`src/rtl/vai_regfile_pkg.sv`:
```
`default_nettype none
// ============================================================================
// Module      : vai_pkg
// Description : Shared opcodes, FSM state type and header field offsets for
//               the VAI register file.
// Revision    : 1.0 - initial release
// ============================================================================
package vai_pkg;

    localparam int OPC_W    = 4;
    localparam int OPC_LSB  = 0;
    localparam int ADDR_LSB = 4;

    localparam logic [OPC_W-1:0] OPC_READ  = 4'd0;
    localparam logic [OPC_W-1:0] OPC_WRITE = 4'd1;

    typedef enum logic [2:0] {
        ST_IDLE         = 3'd0,
        ST_GET_HEADER   = 3'd1,
        ST_GET_DATA     = 3'd2,
        ST_DRAIN        = 3'd3,
        ST_EXECUTE      = 3'd4,
        ST_SEND_HEADER  = 3'd5,
        ST_SEND_PAYLOAD = 3'd6
    } state_t;

    // The error flag always occupies the top bit of a beat.
    function automatic int errBit(input int dataW);
        return dataW - 1;
    endfunction

endpackage
`default_nettype wire

```
`src/rtl/vai_regfile_if.sv`:
```
`default_nettype none
// ============================================================================
// Module      : vai_regfile_if
// Description : Framed VAI request/response stream pair (Valid/Accept/Start/Stop).
// Revision    : 1.0 - initial release
// ============================================================================
interface vai_regfile_if #(
    parameter int DATA_W = 16
) ();

    logic [DATA_W-1:0] Din;
    logic              DinValid;
    logic              DinStart;
    logic              DinStop;
    logic              DinAccept;
    logic [DATA_W-1:0] Dout;
    logic              DoutValid;
    logic              DoutStart;
    logic              DoutStop;
    logic              DoutAccept;

    modport master (
        output Din, DinValid, DinStart, DinStop,
        input  DinAccept,
        input  Dout, DoutValid, DoutStart, DoutStop,
        output DoutAccept
    );

    modport slave (
        input  Din, DinValid, DinStart, DinStop,
        output DinAccept,
        output Dout, DoutValid, DoutStart, DoutStop,
        input  DoutAccept
    );

endinterface
`default_nettype wire

```
`src/rtl/vai_regfile_bank.sv`:
```
`default_nettype none
// ============================================================================
// Module      : vai_regfile_bank
// Description : Register storage with address range check, read-only masking
//               and parallel export of all register contents.
// Revision    : 1.0 - initial release
// ============================================================================
module vai_regfile_bank #(
    parameter int                  DATA_W   = 16,
    parameter int                  ADDR_W   = 4,
    parameter int                  NUM_REGS = 16,
    parameter logic [NUM_REGS-1:0] RO_MASK  = '0
) (
    input  logic                         Clk_i,
    input  logic                         Reset_i,
    input  logic [ADDR_W-1:0]            Addr_i,
    input  logic                         WrEn_i,
    input  logic [DATA_W-1:0]            WrData_i,
    output logic [DATA_W-1:0]            RdData_o,
    output logic                         AddrOk_o,
    output logic                         ReadOnly_o,
    output logic [NUM_REGS*DATA_W-1:0]   Regs_o
);

    logic [DATA_W-1:0] r_regs [NUM_REGS];

    // An address that matches no implemented register is out of range.
    always_comb begin
        RdData_o   = '0;
        AddrOk_o   = 1'b0;
        ReadOnly_o = 1'b0;
        for (int i = 0; i < NUM_REGS; i++) begin
            if (Addr_i == ADDR_W'(i)) begin
                RdData_o   = r_regs[i];
                AddrOk_o   = 1'b1;
                ReadOnly_o = RO_MASK[i];
            end
        end
    end

    always_ff @(posedge Clk_i or posedge Reset_i) begin
        if (Reset_i) begin
            for (int i = 0; i < NUM_REGS; i++) begin
                r_regs[i] <= '0;
            end
        end else if (WrEn_i && AddrOk_o && !ReadOnly_o) begin
            for (int i = 0; i < NUM_REGS; i++) begin
                if (Addr_i == ADDR_W'(i)) begin
                    r_regs[i] <= WrData_i;
                end
            end
        end
    end

    for (genvar gi = 0; gi < NUM_REGS; gi++) begin : g_pack
        assign Regs_o[gi*DATA_W +: DATA_W] = r_regs[gi];
    end

endmodule
`default_nettype wire

```
`src/rtl/vai_regfile.sv`:
```
`default_nettype none
// ============================================================================
// Module      : vai_regfile
// Description : Bank of NUM_REGS registers read/written through framed VAI
//               request frames; every request yields a header+payload response.
// Revision    : 1.0 - initial release
// ============================================================================
module vai_regfile
    import vai_pkg::*;
#(
    parameter int                  DATA_W   = 16,
    parameter int                  ADDR_W   = 4,
    parameter int                  NUM_REGS = 16,
    parameter logic [NUM_REGS-1:0] RO_MASK  = '0
) (
    input  logic                       Clk_i,
    input  logic                       Reset_i,
    vai_regfile_if.slave               vai,
    output logic [NUM_REGS*DATA_W-1:0] Regs_o
);

    localparam int ERR_BIT = errBit(DATA_W);

    state_t            r_state;
    logic              r_dinAccept;
    logic              r_err;
    logic [DATA_W-1:0] r_hdr;
    logic [DATA_W-1:0] r_data;
    logic [DATA_W-1:0] r_dout;
    logic              r_doutValid;
    logic              r_doutStart;
    logic              r_doutStop;

    logic [OPC_W-1:0]  w_reqOpc;
    logic [OPC_W-1:0]  w_opc;
    logic              w_goodRead;
    logic              w_goodWrite;
    logic              w_isWrite;
    logic              w_inXfer;
    logic              w_outXfer;
    logic              w_addrOk;
    logic              w_readOnly;
    logic              w_execErr;
    logic              w_wrEn;
    logic [DATA_W-1:0] w_rdData;
    logic [DATA_W-1:0] w_respHdr;

    always_comb begin
        w_reqOpc    = vai.Din[OPC_LSB +: OPC_W];
        w_goodRead  = (w_reqOpc == OPC_READ)  &&  vai.DinStop;
        w_goodWrite = (w_reqOpc == OPC_WRITE) && !vai.DinStop;
        w_opc       = r_hdr[OPC_LSB +: OPC_W];
        w_isWrite   = (w_opc == OPC_WRITE);
        w_inXfer    = vai.DinValid && r_dinAccept;
        w_outXfer   = r_doutValid && vai.DoutAccept;
        w_execErr   = r_err || !w_addrOk || (w_isWrite && w_readOnly);
        w_wrEn      = (r_state == ST_EXECUTE) && w_isWrite && !r_err;
        w_respHdr   = r_hdr;
        w_respHdr[ERR_BIT] = w_execErr;
    end

    vai_regfile_bank #(
        .DATA_W   (DATA_W),
        .ADDR_W   (ADDR_W),
        .NUM_REGS (NUM_REGS),
        .RO_MASK  (RO_MASK)
    ) u_bank (
        .Clk_i      (Clk_i),
        .Reset_i    (Reset_i),
        .Addr_i     (r_hdr[ADDR_LSB +: ADDR_W]),
        .WrEn_i     (w_wrEn),
        .WrData_i   (r_data),
        .RdData_o   (w_rdData),
        .AddrOk_o   (w_addrOk),
        .ReadOnly_o (w_readOnly),
        .Regs_o     (Regs_o)
    );

    always_ff @(posedge Clk_i or posedge Reset_i) begin
        if (Reset_i) begin
            r_state     <= ST_IDLE;
            r_dinAccept <= 1'b0;
            r_err       <= 1'b0;
            r_hdr       <= '0;
            r_data      <= '0;
            r_dout      <= '0;
            r_doutValid <= 1'b0;
            r_doutStart <= 1'b0;
            r_doutStop  <= 1'b0;
        end else begin
            case (r_state)
                ST_IDLE: begin
                    r_state     <= ST_GET_HEADER;
                    r_dinAccept <= 1'b1;
                end
                // Beats without Start are silently dropped here.
                ST_GET_HEADER: begin
                    if (w_inXfer && vai.DinStart) begin
                        r_hdr <= vai.Din;
                        r_err <= !(w_goodRead || w_goodWrite);
                        if (w_goodWrite) begin
                            r_state <= ST_GET_DATA;
                        end else if (vai.DinStop) begin
                            r_state     <= ST_EXECUTE;
                            r_dinAccept <= 1'b0;
                        end else begin
                            r_state <= ST_DRAIN;
                        end
                    end
                end
                ST_GET_DATA: begin
                    if (w_inXfer) begin
                        r_data <= vai.Din;
                        if (vai.DinStart) begin
                            r_err <= 1'b1;
                        end
                        if (vai.DinStop) begin
                            r_state     <= ST_EXECUTE;
                            r_dinAccept <= 1'b0;
                        end else begin
                            r_state <= ST_DRAIN;
                        end
                    end
                end
                ST_DRAIN: begin
                    if (w_inXfer && vai.DinStop) begin
                        r_state     <= ST_EXECUTE;
                        r_dinAccept <= 1'b0;
                    end
                end
                // r_data is reused to hold the response payload.
                ST_EXECUTE: begin
                    r_dout      <= w_respHdr;
                    r_doutValid <= 1'b1;
                    r_doutStart <= 1'b1;
                    r_data      <= w_execErr ? '0 : (w_isWrite ? r_data : w_rdData);
                    r_state     <= ST_SEND_HEADER;
                end
                ST_SEND_HEADER: begin
                    if (w_outXfer) begin
                        r_dout      <= r_data;
                        r_doutStart <= 1'b0;
                        r_doutStop  <= 1'b1;
                        r_state     <= ST_SEND_PAYLOAD;
                    end
                end
                ST_SEND_PAYLOAD: begin
                    if (w_outXfer) begin
                        r_dout      <= '0;
                        r_doutValid <= 1'b0;
                        r_doutStop  <= 1'b0;
                        r_state     <= ST_GET_HEADER;
                        r_dinAccept <= 1'b1;
                    end
                end
                default: begin
                    r_state     <= ST_IDLE;
                    r_dinAccept <= 1'b0;
                end
            endcase
        end
    end

    assign vai.DinAccept = r_dinAccept;
    assign vai.Dout      = r_dout;
    assign vai.DoutValid = r_doutValid;
    assign vai.DoutStart = r_doutStart;
    assign vai.DoutStop  = r_doutStop;

endmodule
`default_nettype wire

```
`src/flat_wrapper.sv`:
```
// flat-port wrapper written by rule: the top's interface ports become plain ports
module vai_regfile_flat import vai_pkg::*;
#(
    parameter int                  DATA_W   = 16,
    parameter int                  ADDR_W   = 4,
    parameter int                  NUM_REGS = 16,
    parameter logic [NUM_REGS-1:0] RO_MASK  = '0
)
  (Clk_i, Reset_i, Regs_o, vai_Din, vai_DinValid, vai_DinStart, vai_DinStop, vai_DinAccept, vai_Dout, vai_DoutValid, vai_DoutStart, vai_DoutStop, vai_DoutAccept);
  vai_regfile_if #(.DATA_W(DATA_W)) vai_i ();
  input  logic Clk_i;
  input  logic Reset_i;
  output logic [NUM_REGS*DATA_W-1:0] Regs_o;
  input wire logic [$bits(vai_i.Din)-1:0] vai_Din;
  input wire logic [$bits(vai_i.DinValid)-1:0] vai_DinValid;
  input wire logic [$bits(vai_i.DinStart)-1:0] vai_DinStart;
  input wire logic [$bits(vai_i.DinStop)-1:0] vai_DinStop;
  output wire logic [$bits(vai_i.DinAccept)-1:0] vai_DinAccept;
  output wire logic [$bits(vai_i.Dout)-1:0] vai_Dout;
  output wire logic [$bits(vai_i.DoutValid)-1:0] vai_DoutValid;
  output wire logic [$bits(vai_i.DoutStart)-1:0] vai_DoutStart;
  output wire logic [$bits(vai_i.DoutStop)-1:0] vai_DoutStop;
  input wire logic [$bits(vai_i.DoutAccept)-1:0] vai_DoutAccept;
  assign vai_i.Din = vai_Din;
  assign vai_i.DinValid = vai_DinValid;
  assign vai_i.DinStart = vai_DinStart;
  assign vai_i.DinStop = vai_DinStop;
  assign vai_DinAccept = vai_i.DinAccept;
  assign vai_Dout = vai_i.Dout;
  assign vai_DoutValid = vai_i.DoutValid;
  assign vai_DoutStart = vai_i.DoutStart;
  assign vai_DoutStop = vai_i.DoutStop;
  assign vai_i.DoutAccept = vai_DoutAccept;
  vai_regfile #(.DATA_W(DATA_W), .ADDR_W(ADDR_W), .NUM_REGS(NUM_REGS), .RO_MASK(RO_MASK)) u_core (.Clk_i(Clk_i), .Reset_i(Reset_i), .vai(vai_i), .Regs_o(Regs_o));
endmodule
```
`config.mk`:
```
export PLATFORM = sky130hd
export DESIGN_NAME = vai_regfile_flat
export DESIGN_NICKNAME = d
export VERILOG_FILES = /design/src/rtl/vai_regfile_pkg.sv /design/src/rtl/vai_regfile_if.sv /design/src/rtl/vai_regfile_bank.sv /design/src/rtl/vai_regfile.sv /design/src/flat_wrapper.sv
export SDC_FILE = /design/constraint.sdc
export NUM_CORES = 1
export LEC_CHECK = 0
export BUFFER_PORTS_ARGS = -buffer_cell sky130_fd_sc_hd__buf_2
export CORE_MARGIN = 4
export CORE_UTILIZATION = 25
export CTS_CLUSTER_SIZE = 20
export DETAILED_ROUTE_END_ITERATION = 8
export GPL_TIMING_DRIVEN = 0
export RECOVER_POWER = 100
export SYNTH_ARGS = -nofsm -noshare
export SYNTH_HDL_FRONTEND = slang
export SYNTH_SLANG_ARGS = --single-unit
```
`constraint.sdc`:
```
create_clock -name Clk_i -period 14.8 [get_ports Clk_i]
set_clock_uncertainty 0.05 [all_clocks]
set_input_delay 1.48 -clock Clk_i [delete_from_list [all_inputs] [get_ports Clk_i]]
set_output_delay 1.48 -clock Clk_i [all_outputs]
set_load 0.01 [all_outputs]
```
==> flow_summary.json <==
{
  "synth_common_cells": "dfrtp_1, mux2_2, a21oi_1, nor2_1, clkbuf_1",
  "first_global_vias": 12870,
  "path_max_fanout": 10,
  "drive_above_1_share_pct": 22.22,
  "wl_met3_um": 7520,
  "ys_warn_count": 0,
  "cts_buffers": 36,
  "io_pins": 298,
  "crit_path_start_kind": "register",
  "clk_pin_slew_ps": 60,
  "drt_wl_total_um": 70080,
  "grt_pass1_wl_um": 98930,
  "rsz0062_at_grt": "no",
  "reg2reg_to": "u_core.u_bank.Regs_o[9]",
  "cts_tree": "done",
  "cts_setup_buffers": 0,
  "end_kind": "register",
  "post-route-util_pct": 30.80,
  "postCtsHoldBufs": 0,
  "antenna_left": 0,
  "r2r_setup_slack_ps": 10070,
  "stdcell_count": 2360,
  "maxSlewViolCount": 93,
  "hold_end": "u_core.vai.DoutStart",
  "syn_area_sq_um": 14780,
  "route.met2.wl_um": 30720,
  "final-seq-area_sq_um": 7782,
  "grt_use_total_pct": 21.47,
  "hold_viol_final": 0,
  "synth.distinct_cells": 66,
  "grt_max_degree": 129,
  "worst_pin_slew_ps": 3960,
  "fin_nets": 1593,
  "synth_top_area_cell": "dfrtp_1",
  "finalSetupTns_ps": 0,
  "holdPathStages": 2,
  "dieArea_sq_um": 63060,
  "synth_most_common_cell": "dfrtp_1",
  "peakVddDrop_mv": 0.08496,
  "place.gp.congestion": 0.9354,
  "syn_nets": 1256,
  "syn2layout_area_growth_pct": 21.20,
  "post-place-cells": 2298,
  "clk_latency_ps": 550,
  "yosysTopAreaCellShare_pct": 52.67,
  "cts.sinks": 311,
  "min_period_over_period_pct": 31.97,
  "yosysSeqAreaShare_pct": 52.67,
  "synthArstFlopShare_pct": 100.0,
  "grt_overflow": 0,
  "powerDensity_nw_per_um2": 182.0,
  "arrival_ps": 5100,
  "clockBufferDepth": 3,
  "drv_cap": 2,
  "slew_headroom_pct": -165.5,
  "fmax_ghz": 0.2114,
  "fp.dieW_um": 251.1,
  "violations": "max-capacitance violations, max-slew violations",
  "min_path_type": "reg2reg",
  "viasPerCell": 5.409,
  "start_util_pct": 25.42,
  "multi_input_area_sq_um": 6436,
  "finalSetupViolCount": 0,
  "drtIter0Drc": 1357,
  "wl_per_cell_um": 29.69,
  "highest_layer": "met4",
  "avgSynthCellArea_sq_um": 11.97,
  "design.core.area_sq_um": 58140,
  "syn_inst": 1234,
  "p_leak_nw": 7.880,
  "cts.htree.levels": 2,
  "antenna_found_initial": 3,
  "synth_area_leaders": "dfrtp_1, mux2_2, a21oi_1",
  "die_h_um": 251.1,
  "drc": 0,
  "vias": 12770,
  "place_hpwl_um": 53440,
  "ys_ff_latch": 311,
  "synth_edf_count": 0,
  "crit_required_ps": 15170,
  "synth_ff_type": "dfrtp_1",
  "nFillCells": 6117,
  "outcome": "finished with violations",
  "root_buffer": "clkbuf_16",
  "r2r-start": "u_core.r_state[0]",
  "cts-resized-gates": 0,
  "row_count": 88,
  "wl_met1_um": 28620,
  "dr.pass1.iters": 5,
  "hp-start": "u_core.vai.DoutStart",
  "finalCriticalPeriod_ps": 4731,
  "path_class": "reg2reg",
  "io_buffers": 297,
  "r2r.worst_path.cells": 8
}
==> report_power, final <==
| part | internal, mW | switching [mW] | total, mW |
|---|---|---|---|
| Clock | 0.505 | 0.368 | 0.873 |
| Sequential | 0.981 | 0.142 | 1.12 |
| Combinational | 0.356 | 0.907 | 1.26 |
| Total | 1.84 | 1.42 | 3.26 |
==> routing by layer <==
layer  track usage (%)  vias to the layer above
met4             8.480                        0
met3             6.890                      139
met1             28.29                     6588
met5                 0                        -
met2             32.89                      760
li1                  -                     5278
==> layout make-up <==
type,instances,share of cell area (%)
inverters,8,0.1747
flip-flops and latches,311,43.46
multi-input cells,811,35.94
well taps,765,5.345
repair buffers,299,6.658
clock inverters,7,0.3493
clock buffers,53,5.841
plain buffers,104,2.208
diodes,2,0.02795
==> worst max-delay path: stages (launching register included) <==
cell and delay [ps]:
dfrtp_1 360, clkbuf_1 200, or3b_1 410, clkbuf_1 250, nor3_1 1040, nand2_1 270, nor2_1 980, clkbuf_1 620
mux2_2 410
==> cells in the final DEF, fill, tap and decap left out, types with 7 or more instances in the layout <==
| master | instances |
|---|---|
| nand3_1 | 12 |
| or3_1 | 7 |
| nor2_1 | 77 |
| a221oi_1 | 11 |
| a22oi_1 | 31 |
| dfrtp_1 | 311 |
| clkbuf_16 | 37 |
| mux2_2 | 268 |
| nor3_1 | 9 |
| o221ai_1 | 12 |
| a21oi_1 | 82 |
| a32oi_1 | 10 |
| mux2i_1 | 23 |
| mux2_1 | 10 |
| a21o_1 | 11 |
| clkbuf_1 | 380 |
| a31oi_1 | 8 |
| buf_2 | 19 |
| nand2_1 | 58 |
| buf_1 | 11 |
| o22ai_1 | 17 |
| nor2b_1 | 9 |
| o21ai_0 | 54 |
| a211oi_1 | 10 |
==> kinds of logic (layout without fill, tap and decap cells) <==
family          count (synthesis)  after routing  synth area share, %
xor+xnor                        1              1              0.05929
buf+inv                       112            471                3.286
compound gates                294            294                13.20
flops                         311            311                52.67
other cells                     0              2                    0
mux                           308            308                23.99
simple gates                  208            208                6.792
==> flip-flops by register name (all words and copies together) (netlist names), 3 cells and up <==
register and count:
u_core.r_state 3, u_core.r_hdr 15, u_core.vai.Dout 16, u_core.r_data 16, u_core.u_bank.Regs_o 256
==> worst max-delay path by stage <==
stage,start,to
3_3_place_gp,Reset_i,u_core.u_bank.Regs_o[35]
2_1_floorplan,Reset_i,u_core.r_data[0]
4_1_cts,u_core.r_hdr[4],u_core.r_data[0]
5_1_grt,Reset_i,u_core.u_bank.Regs_o[88]
3_5_place_dp,u_core.r_hdr[4],u_core.r_data[0]
6_report,u_core.r_state[0],u_core.u_bank.Regs_o[9]
==> stage by stage <==
stage          hold slack, ps  area [sq um]  power [mW]  setup WS (ps)
6_report                436.3         17910       3.259          10070
5_1_grt                 471.3         17910       3.377           9798
4_1_cts                 446.5         18390       3.265          10640
3_5_place_dp            425.9         17280       2.390          10660
3_3_place_gp            420.1         17220       2.365           1085
2_1_floorplan           431.1         14780       1.791           4669
Power figures use the tool's default switching activity.
